$ cat src/rtl/seg_pkg.sv
// Shared display types: character codes, segment constants, scan states.
// Imported by the display-content logic and by seg_scan_driver.
package seg_pkg;

    typedef logic [5:0] seg_char_t;

    // Codes 0-9 are the decimal digits themselves.
    localparam seg_char_t CH_BLANK = 6'd10;
    localparam seg_char_t CH_A = 6'd11, CH_B = 6'd12, CH_C = 6'd13;
    localparam seg_char_t CH_D = 6'd14, CH_E = 6'd15, CH_F = 6'd16;
    localparam seg_char_t CH_G = 6'd17, CH_H = 6'd18, CH_I = 6'd19;
    localparam seg_char_t CH_J = 6'd20, CH_K = 6'd21, CH_L = 6'd22;
    localparam seg_char_t CH_M = 6'd23, CH_N = 6'd24, CH_O = 6'd25;
    localparam seg_char_t CH_P = 6'd26, CH_Q = 6'd27, CH_R = 6'd28;
    localparam seg_char_t CH_S = 6'd29, CH_T = 6'd30, CH_U = 6'd31;
    localparam seg_char_t CH_V = 6'd32, CH_W = 6'd33, CH_X = 6'd34;
    localparam seg_char_t CH_Y = 6'd35, CH_Z = 6'd36;

    // Segment order {g,f,e,d,c,b,a}, active-low.
    localparam logic [6:0] BLANK_PATTERN = 7'b1111111;
    localparam logic [6:0] DASH_PATTERN  = 7'b0111111;

    typedef enum logic {
        GUARD = 1'b0,
        ON    = 1'b1
    } scan_state_t;

endpackage

$ cat src/rtl/char_to_seg.sv
// Combinational decoder: 6-bit character code to active-low {g..a} pattern.
// Ports: code (character code in), seg (segment pattern out).
module char_to_seg
    import seg_pkg::*;
(
    input  seg_char_t  code,
    output logic [6:0] seg
);

    always_comb begin
        seg = DASH_PATTERN;
        case (code)
            6'd0:     seg = 7'b1000000;
            6'd1:     seg = 7'b1111001;
            6'd2:     seg = 7'b0100100;
            6'd3:     seg = 7'b0110000;
            6'd4:     seg = 7'b0011001;
            6'd5:     seg = 7'b0010010;
            6'd6:     seg = 7'b0000010;
            6'd7:     seg = 7'b1111000;
            6'd8:     seg = 7'b0000000;
            6'd9:     seg = 7'b0010000;
            CH_BLANK: seg = BLANK_PATTERN;
            CH_A:     seg = 7'b0001000;
            CH_B:     seg = 7'b0000011;
            CH_C:     seg = 7'b1000110;
            CH_D:     seg = 7'b0100001;
            CH_E:     seg = 7'b0000110;
            CH_F:     seg = 7'b0001110;
            CH_G:     seg = 7'b1000010;
            CH_H:     seg = 7'b0001001;
            CH_I:     seg = 7'b1111001;
            CH_J:     seg = 7'b1100001;
            CH_K:     seg = 7'b0001010;
            CH_L:     seg = 7'b1000111;
            CH_M:     seg = 7'b1101010;
            CH_N:     seg = 7'b0101011;
            CH_O:     seg = 7'b0100011;
            CH_P:     seg = 7'b0001100;
            CH_Q:     seg = 7'b0011000;
            CH_R:     seg = 7'b0101111;
            CH_S:     seg = 7'b0010010;
            CH_T:     seg = 7'b0000111;
            CH_U:     seg = 7'b1000001;
            CH_V:     seg = 7'b1100011;
            CH_W:     seg = 7'b1010101;
            CH_X:     seg = 7'b0001001;
            CH_Y:     seg = 7'b0010001;
            CH_Z:     seg = 7'b0100100;
            default:  seg = DASH_PATTERN;
        endcase
    end

endmodule

$ cat src/rtl/seg_scan_driver.sv
// 8-digit multiplexed seven-segment scanner with guard blanking, blink, dp.
// Ports: clk_in, rst_n_in, seg_data_in[8], blink_in, dp_in -> an_out, cat_out, dp_out, frame_start_out.
module seg_scan_driver
    import seg_pkg::*;
#(
    parameter int DIGIT_CYCLES = 100000,
    parameter int BLANK_CYCLES = 1000,
    parameter int BLINK_FRAMES = 32
) (
    input  logic       clk_in,
    input  logic       rst_n_in,
    input  seg_char_t  seg_data_in [8],
    input  logic [7:0] blink_in,
    input  logic [7:0] dp_in,
    output logic [7:0] an_out,
    output logic [6:0] cat_out,
    output logic       dp_out,
    output logic       frame_start_out
);

    if (BLANK_CYCLES < 1 || DIGIT_CYCLES <= BLANK_CYCLES || BLINK_FRAMES < 1)
    begin : g_bad_params
        $error("seg_scan_driver: illegal cycle/frame parameters");
    end

    localparam int CW = $clog2(DIGIT_CYCLES);
    localparam int BW = (BLINK_FRAMES > 1) ? $clog2(BLINK_FRAMES) : 1;
    localparam logic [CW-1:0] CNT_LAST   = CW'(DIGIT_CYCLES - 1);
    localparam logic [CW-1:0] GUARD_LAST = CW'(BLANK_CYCLES - 1);
    localparam logic [BW-1:0] BLINK_LAST = BW'(BLINK_FRAMES - 1);

    scan_state_t     state, state_nx;
    logic [2:0]      idx, idx_nx;
    logic [CW-1:0]   cnt, cnt_nx;

    seg_char_t       shadow_code [8];
    logic [7:0]      shadow_blink;
    logic [7:0]      shadow_dp;
    logic            shadow_phase;

    logic [BW-1:0]   blink_cnt;
    logic            blink_phase;

    logic            frame_start;
    seg_char_t       cur_code;
    logic            cur_blink;
    logic            cur_dp;
    logic            cur_phase;
    logic            hide;
    logic [6:0]      dec_seg;

    assign frame_start     = (state == GUARD) && (idx == 3'd0) && (cnt == '0);
    assign frame_start_out = frame_start;

    // In the capture cycle the shadows are still stale, so take the
    // values being latched; the frame's blink phase is the one current
    // at its own frame start.
    assign cur_code  = frame_start ? seg_data_in[idx] : shadow_code[idx];
    assign cur_blink = frame_start ? blink_in[idx]    : shadow_blink[idx];
    assign cur_dp    = frame_start ? dp_in[idx]       : shadow_dp[idx];
    assign cur_phase = frame_start ? blink_phase      : shadow_phase;
    assign hide      = cur_blink & cur_phase;

    char_to_seg u_dec (
        .code (cur_code),
        .seg  (dec_seg)
    );

    always_comb begin
        state_nx = state;
        idx_nx   = idx;
        cnt_nx   = cnt + CW'(1);
        case (state)
            GUARD: begin
                if (cnt == GUARD_LAST) state_nx = ON;
            end
            ON: begin
                if (cnt == CNT_LAST) begin
                    cnt_nx   = '0;
                    idx_nx   = idx + 3'd1;
                    state_nx = GUARD;
                end
            end
            default: state_nx = GUARD;
        endcase
    end

    always_comb begin
        an_out = 8'hFF;
        if (state == ON) an_out[idx] = 1'b0;
    end

    always_ff @(posedge clk_in or negedge rst_n_in) begin
        if (!rst_n_in) begin
            state <= GUARD;
            idx   <= 3'd0;
            cnt   <= '0;
        end else begin
            state <= state_nx;
            idx   <= idx_nx;
            cnt   <= cnt_nx;
        end
    end

    always_ff @(posedge clk_in or negedge rst_n_in) begin
        if (!rst_n_in) begin
            for (int i = 0; i < 8; i++) shadow_code[i] <= CH_BLANK;
            shadow_blink <= 8'h00;
            shadow_dp    <= 8'h00;
            shadow_phase <= 1'b0;
            blink_cnt    <= '0;
            blink_phase  <= 1'b0;
        end else if (frame_start) begin
            for (int i = 0; i < 8; i++) shadow_code[i] <= seg_data_in[i];
            shadow_blink <= blink_in;
            shadow_dp    <= dp_in;
            shadow_phase <= blink_phase;
            if (blink_cnt == BLINK_LAST) begin
                blink_cnt   <= '0;
                blink_phase <= ~blink_phase;
            end else begin
                blink_cnt <= blink_cnt + BW'(1);
            end
        end
    end

    // Segments only move while the anodes are dark.
    always_ff @(posedge clk_in or negedge rst_n_in) begin
        if (!rst_n_in) begin
            cat_out <= BLANK_PATTERN;
            dp_out  <= 1'b1;
        end else if (state == GUARD) begin
            cat_out <= hide ? BLANK_PATTERN : dec_seg;
            dp_out  <= hide | ~cur_dp;
        end
    end

endmodule

$ cat config.mk
export PLATFORM = sky130hd
export DESIGN_NAME = seg_scan_driver
export DESIGN_NICKNAME = d
export VERILOG_FILES = /design/src/rtl/seg_pkg.sv /design/src/rtl/char_to_seg.sv /design/src/rtl/seg_scan_driver.sv
export SDC_FILE = /design/constraint.sdc
export NUM_CORES = 1
export LEC_CHECK = 0
export BUFFER_PORTS_ARGS = -buffer_cell sky130_fd_sc_hd__clkbuf_2
export CORE_MARGIN = 2
export CORE_UTILIZATION = 62
export DETAILED_ROUTE_END_ITERATION = 10
export PLACE_DENSITY = 0.85
export SLEW_MARGIN = 15
export SYNTH_ARGS = -nofsm -noshare
export SYNTH_HDL_FRONTEND = slang
export SYNTH_SLANG_ARGS = --single-unit
$ cat constraint.sdc
create_clock -name clk_in -period 8 [get_ports clk_in]
set_clock_uncertainty 0.05 [all_clocks]
set_input_delay 0.4 -clock clk_in [delete_from_list [all_inputs] [get_ports clk_in]]
set_output_delay 0.4 -clock clk_in [all_outputs]
set_load 0.05 [all_outputs]
==> run metrics <==
status=finished, final reports clean; FF/Latch Area=2532 µm²; Max Slew Vio Count=0; CP top delay family=buffers and inverters; total number of H-tree levels=3; DR vias/cell=6.080; fin crit period=4658 ps; register area share after synthesis=43.86%; initial antenna violation count=0; Crit-path slowest cell=a21oi_1; CP Cell Sequence=buf_4 > inv_2 > ha_1 > nor4bb_1 > and4_1 > nand2_2 > buf_4 > a21oi_1 > clkinv_1 > or3_1 > a41o_1 > o22a_1; commonest cells in the netlist=nand2_1, dfrtp_1, mux4_2; Post-Syn Area per Cell=9.497 µm²; initial core utilization=63.09%; Die Width=just over 100 µm; die height=100.5 µm; Leak=between 3 and 4 nW; WP buf/inv=4; Slew headroom=30.16%; Pwr Density=approximately 150 nW/µm²; layout net count=753; crit-path most repeated cell=buf_4; Vias=4809; Startpoint Class=register; Inserted Diodes=0; Num Clock Sinks=100; maximum fanout along the worst path=76; initial drt markers=between 300 and 400; clk buf depth=2; DRT Pass-1 Iters=5; Main synth FF type=dfrtp_1; Final setup violation count=0; total number of yosys warnings=0; Post-Synthesis Net Count=between 600 and 700; Worst path max stage delay=approximately 680 ps; Multi-input gate area=3047 µm²; post-synthesis cell area=approximately 5800 µm²; worst hold path type=primary input to register; most numerous cell in the Yosys netlist=nand2_1; Synth Register Bits=100; Worst setup EP type=register; Synth Instances=608; die area=10100 µm²; Worst Tran Pin Value=1041 ps; EDFF count, synth=0; core region area=9153 µm²; number of buffers created by CTS=9; row count=35; sum of negative setup slack=0 ps; dpl hpwl=roughly 10 mm; total track usage=29.33%; post-synth top area cell=dfrtp_1; fmax=0.2147 GHz; total congestion overflow=0; per-cell routed wire length=17.65 µm; Async S/R FF share, synth=100.0%; CTS Root Cell=clkbuf_8; fraction of layout cells with a size suffix above 1=26.47%; vias in the first global route=4689; Final Power=just under 1 mW; CP required=about 8300 ps; Post-Route Utilization=70.43%; Layout area overhead=11.64%; GPL Wtd Cong=0.9557; largest cells by area after synthesis=dfrtp_1, nand2_1, mux4_2, dfstp_2, ha_1; num ports=83; period utilization=58.22%; Layout fillers=688; post-CTS sizing=0; IO buf count=82; post-route DRC violation count=0; global-route wire length before repair=22.98 mm; Clk Latency, worst-skew pair=between 300 and 400 ps; largest net degree at the start of global routing=79; post-synth top area share=32.94%; Post-DRT Antenna Nets=0; Setup Crit Path Kind=register to register; endpoints failing hold=0; CP arrival=4920 ps; clk slew on worst S/H paths=100 ps; hold_buf cts=1; CTS tree=built; Unique masters post-synth=62; RSZ-0062 raised after global routing=no; VDD IR-drop max=0.1272 mV; Post-CTS Setup Inserts=0; max_cap viols=0; wirelength, routed=13.96 mm
cell usage in the layout (no fill, tap or decap), types with 3 or more instances in the layout:
| cell | Yosys | final |
|---|---|---|
| clkbuf_2 | 0 | 81 |
| a2bb2oi_1 | 3 | 3 |
| nand3_1 | 19 | 19 |
| or3_1 | 4 | 4 |
| buf_4 | 1 | 8 |
| a21oi_1 | 11 | 11 |
| o22a_1 | 3 | 3 |
| and3_1 | 8 | 8 |
| dfrtp_1 | 76 | 76 |
| o211ai_1 | 5 | 5 |
| nor2_1 | 25 | 24 |
| o21ai_0 | 16 | 16 |
| o221ai_1 | 3 | 3 |
| inv_1 | 9 | 9 |
| nand4_1 | 5 | 5 |
| xnor2_1 | 11 | 11 |
| mux4_2 | 33 | 33 |
| xor2_1 | 9 | 9 |
| ha_1 | 12 | 12 |
| dfstp_2 | 24 | 24 |
| nor3_1 | 8 | 8 |
| mux2_2 | 6 | 6 |
| mux2i_1 | 10 | 10 |
| nand2_1 | 225 | 224 |
| or4_1 | 3 | 3 |
| clkbuf_8 | 0 | 11 |
per-layer routing:
layer	vias to the layer above	share of wire, %	GRT usage (%)
li1	2226	-	-
met5	-	0	0
met1	2350	41	39.59
met2	196	50	47.19
met4	0	3.2	13.70
met3	37	5.9	4.577
through the flow:
step                instance area (µm²)  std cells  hold WS (ps)  worst slack [ps]
finish                             6446        791         152.1              3342
global route                       6446        791         152.9              2899
CTS                                6446        791         138.8              3422
detailed placement                 6241        774         260.0              3454
global placement                   6241        774         255.6              3654
floorplan                          5774        608         54.41              4313
state kept, by name, summed over array words and instances (netlist names), 3 cells and up:
register      cells
shadow_code      48
cnt              17
cat_out           7
idx               3
blink_cnt         5
shadow_blink      8
shadow_dp         8
worst paths after layout:
kind	start	slack (ps)	end	cells after the start
min reg2reg	shadow_code[1]	410	shadow_code[1]	2
min	seg_data_in[15]	150	shadow_code[15]	3
max reg2reg	idx[0]	3340	cat_out[5]	12
min in group asynchronous	rst_n_in	400	cnt[11]	2
max	idx[0]	3340	cat_out[5]	12
max in group asynchronous	rst_n_in	6240	shadow_code[36]	3
layout make-up:
cell class                 count  share of cell area [%]
multi-input combinational    460                   47.26
inverter                      14                  0.8929
clock inverter                 5                  0.6793
sequential                   100                   39.29
tap                          111                   2.155
timing repair buffer          90                   7.376
clock buffer                  11                   2.349
power breakdown:
part | internal, mW | switching [mW] | leakage, nW
logic | 0.0470 | 0.0711 | 1.73
registers | 0.531 | 0.0115 | 1.18
clock network | 0.134 | 0.184 | 0.0941
kinds of logic after synthesis:
| logic type | after synthesis | share of synthesized area (%) |
|---|---|---|
| mux | 49 | 15.77 |
| flops | 100 | 43.86 |
| compound gates | 65 | 8.126 |
| fa+ha+maj | 13 | 2.774 |
| xor+xnor | 20 | 3.034 |
| simple gates | 313 | 22.88 |
| buf+inv | 48 | 3.554 |
tightest hold or removal path, cell delays in order:
cell,delay [ps]
clkbuf_2,90
nand2_1,50
nand2_1,40
No activity file was read; power rests on OpenSTA's default activity.
